<file path="src/rtl/bk_test_pkg.sv">
// Breakdown-test pulse generator: shared FSM state type and default pulse timing.
package bk_test_pkg;

    typedef enum logic {
        StIdle = 1'b0,
        StRun  = 1'b1
    } bk_state_e;

    localparam int unsigned BK_PULSE_W = 875;     // 35 us at 25 MHz
    localparam int unsigned BK_PERIOD  = 250000;  // 10 ms at 25 MHz
    localparam int unsigned BK_STAGGER = 62500;

endpackage

</file>
<file path="src/rtl/bk_ch_win.sv">
// One channel's pulse-window compare. With BK_FB_CHECK_EN it also flags (sticky)
// any enabled pulse window in which the returned feedback never went high.
module bk_ch_win #(
    parameter int unsigned CNT_W   = 19,
    parameter int unsigned LO      = 0,
    parameter int unsigned PULSE_W = 875,
    parameter int unsigned PERIOD  = 250000
) (
`ifdef BK_FB_CHECK_EN
    input  logic             i_clk_25m,
    input  logic             i_rst,
    input  logic             i_clr,
    input  logic             i_pulse,
    input  logic             i_fb,
    output logic             o_err,
`endif
    input  logic [CNT_W-1:0] i_cnt,
    input  logic             i_en,
    output logic             o_hit
);

    localparam logic [CNT_W-1:0] WIN_LO  = CNT_W'(LO);
    localparam logic [CNT_W:0]   WIN_LEN = (CNT_W + 1)'(PULSE_W);

    logic [CNT_W-1:0] offset;

    // Offset wraps to a large value below LO, so one unsigned compare covers both bounds.
    assign offset = i_cnt - WIN_LO;
    assign o_hit  = i_en && ({1'b0, offset} < WIN_LEN);

`ifdef BK_FB_CHECK_EN
    // The pulse lags the counter by one clock, so its last cycle sees cnt = LO + PULSE_W.
    localparam logic [CNT_W-1:0] LAST_CNT = CNT_W'((LO + PULSE_W) % PERIOD);

    logic seen_q, seen_d;
    logic err_q, err_d;
    logic last;

    always_comb begin
        last   = i_pulse && (i_cnt == LAST_CNT);
        seen_d = i_pulse && !last && (seen_q || i_fb);
        err_d  = i_clr ? 1'b0 : (err_q || (last && !seen_q && !i_fb));
    end

    always_ff @(posedge i_clk_25m) begin
        if (i_rst) begin
            seen_q <= 1'b0;
            err_q  <= 1'b0;
        end else begin
            seen_q <= seen_d;
            err_q  <= err_d;
        end
    end

    assign o_err = err_q;
`endif

endmodule

</file>
<file path="src/rtl/bk_test_nch.sv">
// Multi-channel breakdown-test pulse generator with staggered channel windows.
// Define BK_FB_CHECK_EN to add per-channel pulse feedback checking (i_bk_fb / o_fb_err).
module bk_test_nch
    import bk_test_pkg::*;
#(
    parameter int unsigned CH_NUM  = 4,
    parameter int unsigned CNT_W   = 19,
    parameter int unsigned PULSE_W = BK_PULSE_W,
    parameter int unsigned PERIOD  = BK_PERIOD,
    parameter int unsigned STAGGER = BK_STAGGER
) (
    input  logic              i_clk_25m,
    input  logic              i_rst,
    input  logic              i_start,
    input  logic              i_stop,
    input  logic [CH_NUM-1:0] i_ch_en,
    input  logic [7:0]        i_burst_num,
`ifdef BK_FB_CHECK_EN
    input  logic [CH_NUM-1:0] i_bk_fb,
    output logic [CH_NUM-1:0] o_fb_err,
`endif
    output logic [CH_NUM-1:0] o_bk_pulse,
    output logic              o_busy,
    output logic              o_done,
    output logic [7:0]        o_period_cnt
);

    if ((CH_NUM < 1) || (CH_NUM > 16) || (PULSE_W < 1) ||
        ((CH_NUM - 1) * STAGGER + PULSE_W > PERIOD) ||
        (longint'(PERIOD) > (64'd1 << CNT_W))) begin : g_param_chk
        $fatal(1, "bk_test_nch: illegal CH_NUM/CNT_W/PULSE_W/PERIOD/STAGGER combination");
    end

    bk_state_e         state_q, state_d;
    logic [CNT_W-1:0]  cnt_q, cnt_d;
    logic [CH_NUM-1:0] en_q, en_d;
    logic [7:0]        burst_q, burst_d;
    logic [7:0]        pcnt_q, pcnt_d;
    logic [CH_NUM-1:0] pulse_q, pulse_d;
    logic              done_q, done_d;
    logic [CH_NUM-1:0] hit;
    logic              wrap;

    assign wrap = (cnt_q == CNT_W'(PERIOD - 1));

    always_comb begin
        state_d = state_q;
        cnt_d   = cnt_q;
        en_d    = en_q;
        burst_d = burst_q;
        pcnt_d  = pcnt_q;
        pulse_d = '0;
        done_d  = 1'b0;
        case (state_q)
            StIdle: begin
                if (i_start && !i_stop) begin
                    state_d = StRun;
                    cnt_d   = '0;
                    en_d    = i_ch_en;
                    burst_d = i_burst_num;
                    pcnt_d  = '0;
                end
            end
            StRun: begin
                if (i_stop) begin
                    state_d = StIdle;
                    cnt_d   = '0;
                end else begin
                    pulse_d = hit;
                    cnt_d   = wrap ? '0 : cnt_q + CNT_W'(1);
                    if (wrap) begin
                        if (pcnt_q != 8'hff) pcnt_d = pcnt_q + 8'd1;
                        // pcnt_q < burst_q here, so the 8-bit sum cannot overflow.
                        if ((burst_q != 8'd0) && (pcnt_q + 8'd1 == burst_q)) begin
                            state_d = StIdle;
                            done_d  = 1'b1;
                            pulse_d = '0;
                        end
                    end
                end
            end
            default: state_d = StIdle;
        endcase
    end

    always_ff @(posedge i_clk_25m) begin
        if (i_rst) begin
            state_q <= StIdle;
            cnt_q   <= '0;
            en_q    <= '0;
            burst_q <= '0;
            pcnt_q  <= '0;
            pulse_q <= '0;
            done_q  <= 1'b0;
        end else begin
            state_q <= state_d;
            cnt_q   <= cnt_d;
            en_q    <= en_d;
            burst_q <= burst_d;
            pcnt_q  <= pcnt_d;
            pulse_q <= pulse_d;
            done_q  <= done_d;
        end
    end

`ifdef BK_FB_CHECK_EN
    logic start_acc;
    assign start_acc = (state_q == StIdle) && i_start && !i_stop;
`endif

    for (genvar k = 0; k < CH_NUM; k++) begin : g_ch
`ifdef BK_FB_CHECK_EN
        bk_ch_win #(
            .CNT_W  (CNT_W),
            .LO     (k * STAGGER),
            .PULSE_W(PULSE_W),
            .PERIOD (PERIOD)
        ) u_win (
            .i_clk_25m(i_clk_25m),
            .i_rst    (i_rst),
            .i_clr    (start_acc),
            .i_pulse  (pulse_q[k]),
            .i_fb     (i_bk_fb[k]),
            .o_err    (o_fb_err[k]),
            .i_cnt    (cnt_q),
            .i_en     (en_q[k]),
            .o_hit    (hit[k])
        );
`else
        bk_ch_win #(
            .CNT_W  (CNT_W),
            .LO     (k * STAGGER),
            .PULSE_W(PULSE_W),
            .PERIOD (PERIOD)
        ) u_win (
            .i_cnt(cnt_q),
            .i_en (en_q[k]),
            .o_hit(hit[k])
        );
`endif
    end

    assign o_bk_pulse   = pulse_q;
    assign o_busy       = (state_q == StRun);
    assign o_done       = done_q;
    assign o_period_cnt = pcnt_q;

endmodule
</file>
<file path="config.mk">
export PLATFORM = sky130hd
export DESIGN_NAME = bk_test_nch
export DESIGN_NICKNAME = d
export VERILOG_FILES = /design/src/rtl/bk_test_pkg.sv /design/src/rtl/bk_ch_win.sv /design/src/rtl/bk_test_nch.sv
export SDC_FILE = /design/constraint.sdc
export NUM_CORES = 1
export LEC_CHECK = 0
export ABC_CLOCK_PERIOD_IN_PS = 2630
export CORE_MARGIN = 2
export CORE_UTILIZATION = 35
export CTS_CLUSTER_DIAMETER = 60
export DETAILED_ROUTE_END_ITERATION = 6
export SYNTH_ARGS = -nofsm -noshare
export SYNTH_HDL_FRONTEND = slang
export SYNTH_HIERARCHICAL = 1
export SYNTH_SLANG_ARGS = --single-unit
export TNS_END_PERCENT = 5
</file>
<file path="constraint.sdc">
create_clock -name i_clk_25m -period 2.63 [get_ports i_clk_25m]
set_input_delay 0.3945 -clock i_clk_25m [delete_from_list [all_inputs] [get_ports i_clk_25m]]
set_output_delay 0.3945 -clock i_clk_25m [all_outputs]
set_load 0.005 [all_outputs]
</file>
Word level (Yosys, flattened, before mapping)

Index checks and enable logic that the tools add are counted.

Flip-flop bits (word level): 45
Word-level logic and storage cells: 54
Input bits: 16
Output and inout port bits: 14

Multiplexer cells: 17
Order comparisons: 4
Reductions and logical operators: 12
$add $sub $neg: 5
Equal/unequal tests: 7
Bitwise operators: 2

Operator list:

| operator                                                                       | number |
|---|---|
| 19-bit by 10-bit less-than comparator with 1-bit output, second input constant | 4 |
| 19-bit two-way mux                                                             | 3 |
| 19-bit case mux with 2 select lines                                            | 1 |
| 8-bit two-way mux                                                              | 4 |
| 19-bit by 1-bit adder with 19-bit output, second input constant                | 1 |
| 19-bit by 18-bit == test with 1-bit output, second input constant              | 1 |
| 19-bit by 16-bit subtractor with 19-bit output, second input constant          | 1 |
| 19-bit by 17-bit subtractor with 19-bit output, second input constant          | 1 |
| 19-bit by 18-bit subtractor with 19-bit output, second input constant          | 1 |
| 8-bit case mux with 2 select lines                                             | 1 |
| 8-bit by 1-bit adder with 8-bit output, second input constant                  | 1 |
| 8-bit == test                                                                  | 1 |
| 4-bit two-way mux                                                              | 2 |
| 8-bit inequality test, second input constant                                   | 1 |
| 8-bit nonzero test                                                             | 1 |
| 1-bit logical AND                                                              | 6 |
| 1-bit two-way mux                                                              | 5 |
| 2-bit by 1-bit inequality test with 1-bit output, second input constant        | 2 |
| 2-bit inequality test, second input constant                                   | 2 |
| 4-bit AND reduction                                                            | 1 |
| 4-bit OR reduction                                                             | 1 |
| 3-bit OR reduction                                                             | 1 |
| 1-bit NOT                                                                      | 2 |
| 1-bit case mux with 2 select lines                                             | 1 |
| other kinds (2)                                                                | 2 |

Logic depth before layout (Yosys ltp)

Depth in word-level cells: 7
Mapped depth: 9

Modules after synthesis

The synthesis kept the hierarchy.

Modules (own cells, without submodules):

| module                    | area an instance (µm²) | instances | seq. area each (µm²) | cells an instance |
|---|---|---|---|---|
| bk_test_nch               | 2175.8                 | 1         | 900.9                | 261 |
| bk_ch_win (g_ch[2].u_win) | 452.9                  | 1         | 0.0                  | 69 |
| bk_ch_win (g_ch[3].u_win) | 391.6                  | 1         | 0.0                  | 59 |
| bk_ch_win (g_ch[1].u_win) | 370.4                  | 1         | 0.0                  | 58 |
| bk_ch_win (g_ch[0].u_win) | 67.6                   | 1         | 0.0                  | 9 |

Worst setup path before layout

OpenSTA, ideal clock, no wires.

Kind: flip-flop to flip-flop
From: reg cnt_q[8]
To: reg pulse_q[1], in the netlist o_bk_pulse[1]
Clock period less this slack: 2.446 ns
Arrival time: 2.367 ns
Path slack: 0.184 ns
Stages on the path, launching flop included: 8
Path through: dfxtp_1 -> or4_4 -> a221o_1 -> a211oi_2 -> xor2_1 -> a211o_2 -> nor4_2 -> nor3b_1

Longest elaborated chain between the ends: 5
Elaborated cells on any way between the ends: 6
Classes of those cells: add/sub: 1; order compare: 1; eq/ne: 1; mux: 2; reduce/logical: 1

Ends and longest elaborated chain:

| what                                                        | line               | RTL |
|---|---|---|
| start: declaration                                          | bk_test_nch.sv:35  | `logic [CNT_W-1:0] cnt_q, cnt_d;` |
| start signal: assignment                                    | bk_test_nch.sv:97  | `cnt_q <= cnt_d;` |
| 19-bit by 16-bit subtractor with 19-bit output (*)          | bk_ch_win.sv:28    | `assign offset = i_cnt - WIN_LO;` |
| 19-bit by 10-bit less-than comparator with 1-bit output (*) | bk_ch_win.sv:29    | `assign o_hit = i_en && ({1'b0, offset} < WIN_LEN);` |
| 1-bit logical AND (*)                                       | bk_ch_win.sv:29    |  |
| net hit[1]                                                  | bk_test_nch.sv:41  | `logic [CH_NUM-1:0] hit;` |
| 4-bit two-way mux                                           | bk_test_nch.sv:74  | `if ((burst_q != 8'd0) && (pcnt_q + 8'd1 == burst_q)) begin` |
| 4-bit two-way mux (*)                                       | bk_test_nch.sv:71  | `if (wrap) begin` |
| end signal: assignment                                      | bk_test_nch.sv:101 | `pulse_q <= pulse_d;` |
| end: declaration                                            | bk_test_nch.sv:39  | `logic [CH_NUM-1:0] pulse_q, pulse_d;` |

Mark *: on every way through the listed nets, which the timed path passes. The rest lies on a longest branch.
A chain may end at the register's enable or synchronous reset.

Worst setup path in the final report

Same ends and word-level chain as after synthesis.

==> results.toml <==
[run_status]
status = "complete, no violations"

[critical_path]
cp-end-kind = "flip-flop"
cp_cell_sequence = "or4_4 -> a221o_1 -> a211oi_2 -> xor2_1 -> a211o_2 -> nor4_2 -> nor3b_1"
timing.rr.start = "cnt_q[8]"
critical_path.max_stage_delay_ps = 580
r2r_end = "o_bk_pulse[1]"
worstPathRequired_ps = 2860
critPathKind = "reg -> reg"
critPathSlowestCell = "or4_4"
worstSetupStartpointType = "flip-flop"
reg2reg_depth = 7
rrSetupSlack_ps = 230
arrival_ps = 2630
critPathMaxFanout = 4

[min_path]
min-delay-start = "en_q[0]"
min_path_type = "reg -> reg"
min_to = "en_q[0]"
hold_depth = 2

[detailed_routing]
antenna_left = 0
met3WireLength_um = 530
first_pass_iters = 7
routed_wl_mm = 10.38
via_count = 3721
drt_iter0_drc = 254
dr_wl_met2_mm = 4.872
wire_per_inst_um = 16.12
drc = 0
met1_length_mm = 4.763
routed.top_layer = "met4"
viasPerCell = 5.778

[finish]
fin_area_um2 = 4245
final_cells = 644
fin_util_pct = 43.84
drive_gt1_share_pct = 12.72
area_delta_synth_final_pct = 22.76
diodes = 0
layout.nets = 532
fill_cells = 969

[sta]
fin_skew_ps = 6.696
slew_headroom_pct = 52.01
drv_slew = 0
setup_viol = 0
finalSetupTns_ps = 0
clock.fmax_ghz = 0.4172
setup_ws_ps = 232.9
min_period_ps = 2397
holdWs_ps = 462.9
fin_crit_sh_pct = 91.15
hold_viol = 0
rsz0062_at_grt = "false"
tightest_slew_ps = 718.1

[synth]
ys_seq_elements = 45
synthAdderAreaFrac_pct = 2.171
synthesis.area_um2 = 3458
syn_inst = 456
synth-main-ff-cell = "dfxtp_1"
ys_async_sr_fraction_pct = 0
syn_nets = 478
muxShareOfSynthArea_pct = 0.2894
yosys_warnings = 6
postSynthAreaPerCell_um2 = 7.584
synth_compound_area_share_pct = 25.14
seq_area_frac_synth_pct = 26.05
synth_edf_count = 0
synth_top_family_by_area = "simple AND/OR/NAND/NOR gates"
synth-xor-area-share_pct = 7.344
synth_cell_type_count = 75
synth-simple-area-share_pct = 35.09

[placement]
dp_hpwl_mm = 7.405
dp.cells = 636
placement.cell_area_um2 = 4103
place.gp.congestion = 0.9889
portBuffers = 29
dp_slack_ps = 255.3

[clock_tree]
clk_path_buf_depth = 2
ctsRootBufferMaster = "clkbuf_8"
cts.sinks = 45
tritoncts = "done"
numCtsBuffers = 5
post-cts-setup-buffers = 0
insertion_delay_ps = 300
path_clk_slew_ps = 100
htree_num_levels = 2

[global_routing]
overflow = 0
grt_max_degree = 26
grt_pass1_vias = 3366
grt_antenna_before_repair = 0
grt_usage_pct = 19.67
grt_pass1_wl_mm = 16.73

[die]
die_area_um2 = 10690
die_w_um = 103.4
start_util_pct = 35.71
die_h_um = 103.4
ios = 30
rows = 36
core_area_um2 = 9684

[pwr]
leakagePower_nw = 1.378
finalPower_mw = 1.451
peakVddDrop_uv = 208.0
power.internal_mw = 1.121
p_switching_uw = 330.0
seq_power_share_pct = 48.3
p_clk_share_pct = 44.8
combPwrFrac_pct = 6.9
power.density_nw_per_um2 = 341.9
sw_frac_of_total_pct = 22.74

[job]
drv_cap = 0
-- sequential cells by signal, summed over array words and instances (netlist names) --
register	cells
cnt_q	19
burst_q	8
o_period_cnt	8
en_q	4
o_bk_pulse	4
o_busy	1
o_done	1
-- synth_stat cells, types with 10 or more instances --
master / instances / area [um2]
xor2_1: 15 / 131.4
inv_1: 16 / 60.06
dfxtp_1: 45 / 900.9
nor2_1: 36 / 135.1
nand4_1: 10 / 62.56
o21ai_0: 12 / 60.06
xnor2_1: 14 / 122.6
a21oi_1: 29 / 145.1
nand2_1: 60 / 225.2
nand3_1: 28 / 140.1
nor4_1: 10 / 62.56
nand2b_1: 10 / 62.56
or3_1: 10 / 62.56
nor3_1: 14 / 70.07
-- worst max path at each step --
stage                         from            end  cells after the start
after floorplan           cnt_q[8]  o_bk_pulse[1]                      7
after global placement    cnt_q[8]  o_bk_pulse[1]                      7
after detailed placement  cnt_q[5]  o_bk_pulse[2]                      6
after CTS                 cnt_q[5]  o_bk_pulse[2]                      6
after global routing      cnt_q[3]  o_bk_pulse[2]                      8
final                     cnt_q[8]  o_bk_pulse[1]                      7
-- cell type report --
class	instances	area, um2	area share [%]
Multi-Input combinational cell	378	2427	57.18
Clock inverter	3	68.82	1.621
Timing Repair Buffer	64	553.0	13.03
Inverter	16	60.06	1.415
Tap cell	133	166.4	3.920
Sequential cell	45	900.9	21.22
Clock buffer	5	68.82	1.621
-- worst max-delay path, delay by kind of cell, from the launching register on --
family | cells | cell delay [ps]
xor+xnor | 1 | 90
simple gates | 3 | 910
compound gates | 3 | 1000
flops | 1 | 330
-- layer usage --
layer  vias to the layer above  global-route usage [%]
li1                       1825                       -
met1                      1744                   26.36
met2                       134                   32.56
met3                        18                   2.957
met4                         0                   6.174
met5                         -                       0
-- cell families after synthesis --
logic type                 count (synthesis)
and+or+nand+nor                          223
AOI/OAI and AO/OA                        119
DFF                                       45
buffers and inverters                     33
xor gates and xnor gates                  29
adders and majority gates                  6
muxes                                      1
-- power groups by stage --
stage | Clock (mW) | Combinational, mW | Sequential [mW]
floorplan | 0 | 0.0562 | 0.715
detailed placement | 0 | 0.0999 | 0.717
CTS | 0.661 | 0.101 | 0.701
global route | 0.689 | 0.110 | 0.703
finish | 0.650 | 0.100 | 0.701
global placement | 0 | 0.0985 | 0.717
-- repair_timing --
item,4_1_cts,5_1_grt
hold buffers,0,0
endpoints found under the setup margin,0,1
endpoints found under the hold margin,0,0
gates resized for setup,0,1
-- cell usage in the layout (no fill, tap or decap), types with 3 or more instances in the layout --
cell / instances
a211oi_1: 4
a21o_1: 4
a21oi_1: 29
a221oi_1: 3
a22oi_1: 3
a311oi_1: 3
a31oi_1: 9
and2_1: 3
and4_1: 4
buf_4: 35
clkbuf_8: 5
clkdlybuf4s50_1: 29
dfxtp_1: 45
ha_1: 6
inv_1: 16
nand2_1: 60
nand2b_1: 10
nand3_1: 28
nand3b_1: 4
nand4_1: 10
nor2_1: 36
nor2b_1: 4
nor3_1: 14
nor3b_1: 9
nor4_1: 10
o211ai_1: 8
o21ai_0: 12
o22ai_1: 4
o311ai_0: 6
or3_1: 10
or4_1: 3
xnor2_1: 14
xor2_1: 15
No activity file was read; power rests on OpenSTA's default activity.
==> variant: new RTL, same settings <==
`CNT_W` is set to 19 in 2 places; all go to 21.
--- a/src/rtl/bk_ch_win.sv
+++ b/src/rtl/bk_ch_win.sv
@@ -1,7 +1,7 @@
 // One channel's pulse-window compare. With BK_FB_CHECK_EN it also flags (sticky)
 // any enabled pulse window in which the returned feedback never went high.
 module bk_ch_win #(
-    parameter int unsigned CNT_W   = 19,
+    parameter int unsigned CNT_W   = 21,
     parameter int unsigned LO      = 0,
     parameter int unsigned PULSE_W = 875,
     parameter int unsigned PERIOD  = 250000
--- a/src/rtl/bk_test_nch.sv
+++ b/src/rtl/bk_test_nch.sv
@@ -4,7 +4,7 @@
     import bk_test_pkg::*;
 #(
     parameter int unsigned CH_NUM  = 4,
-    parameter int unsigned CNT_W   = 19,
+    parameter int unsigned CNT_W   = 21,
     parameter int unsigned PULSE_W = BK_PULSE_W,
     parameter int unsigned PERIOD  = BK_PERIOD,
     parameter int unsigned STAGGER = BK_STAGGER
Behaviour: no difference found for any inputs over 10 cycles, from zero or initial values and one cycle with i_rst high; that may be too few to reach the edited logic, so the function may still have changed.
==> variant against the original RTL <==
- synthesized area rose by 8.1%
- wire length rose by 7.2%
- cell area rose by 7.6%
- sequential cell count rose by 2
- worst setup slack got worse by 72 ps
- non-clock buffer count rose by 6
- power fell by 8.4%
- largest power group unchanged
==> variant: results (changes against the original RTL) <==
Distinct cells, synth 77 (was 75); Synth area leaders dfxtp_1, nand2_1, nor2_1 (was dfxtp_1, nand2_1, a21oi_1); # port buffers 29 (unchanged); placed instance area 0.00446 sq mm (was 0.00410 sq mm); Critical R2R Capture o_period_cnt[0] (was o_bk_pulse[1]); hold_ws 466 ps (was 463 ps); largest net degree at the start of global routing 27 (was 26); Worst path top cell family by delay simple AND/OR/NAND/NOR gates (was compound AO/OA/AOI/OAI gates); leakage power 1.47 nW (was 1.38 nW); metal3 WL 584 um (was 530 um); drt pass-1 iters 5 (was 7); WL met1 5.34 mm (was 4.76 mm); Vias/cell 5.71 (was 5.78); DP Worst Slack 123 ps (was 255 ps); Final Wtd Congestion 0.862 (was 0.989); Non-Filler Instances 697 (was 644); vias in the first global route 3788 (was 3366); Setup crit end o_period_cnt[0] (was o_bk_pulse[1]); first-pass GRT wire length 18.7 mm (was 16.7 mm); gr usage total 19.8% (was 19.7%); met2 Use GR 31.3% (was 32.6%); Compound-Gate Fraction of Synth Area 24.0% (was 25.1%); R2R cell count 5 (was 7); status finished clean (unchanged); Synth warnings 6 (unchanged); proportion of synthesized area in mux cells 2.74% (was 0.289%); M1 GR Usage 27.5% (was 26.4%); critical path's slowest cell or4_1 (was or4_4); Slew headroom 66.0% (was 52.0%); Net Count, Synth 519 (was 478); CP arrival 2730 ps (was 2630 ps); DP Wirelength 8.03 mm (was 7.41 mm); maximum vdd drop 0.242 mV (was 0.208 mV); Post-Route WL 11.1 mm (was 10.4 mm); Post-Synth XOR/XNOR Area 6.96% (was 7.34%); Final nets 582 (was 532); Synth top cells by count nand2_1, nor2_1, dfxtp_1 (was nand2_1, dfxtp_1, nor2_1); synthesized instance count 497 (was 456); share of post-route cells with drive strength above 1 13.9% (was 12.7%); flip-flop count of the largest register after layout 21 (was 19)
## variant: cell types whose count changed in the layout (fill, tap and decap cells not counted), sizes merged, moves of 6 or more
| cell | unedited run | this run |
|---|---|---|
| or3 | 11 | 3 |
| mux2i | 1 | 8 |
| nor3 | 14 | 22 |
| nor2 | 36 | 50 |
| o21ai | 13 | 29 |
| nor2b | 4 | 12 |
| o311ai | 6 | 0 |
| nand2 | 60 | 51 |
| buf | 35 | 41 |
## variant: power by group
| group | total (mW) | switching [mW] | internal (mW) |
|---|---|---|---|
| combinational | 0.122 | 0.0630 | 0.0587 |
| sequential | 0.732 | 0.0110 | 0.721 |
| clock | 0.476 | 0.261 | 0.215 |
| total | 1.33 | 0.335 | 0.995 |
## variant: area by class of cell
type                    count  area [sq um]
clock buffers               6          82.6
clock inverters             2          16.3
fillers                  1081          5800
inverters                  19          71.3
multi-input cells         417          2690
flip-flops and latches     47           942
well taps                 136           170
repair buffers             70           598
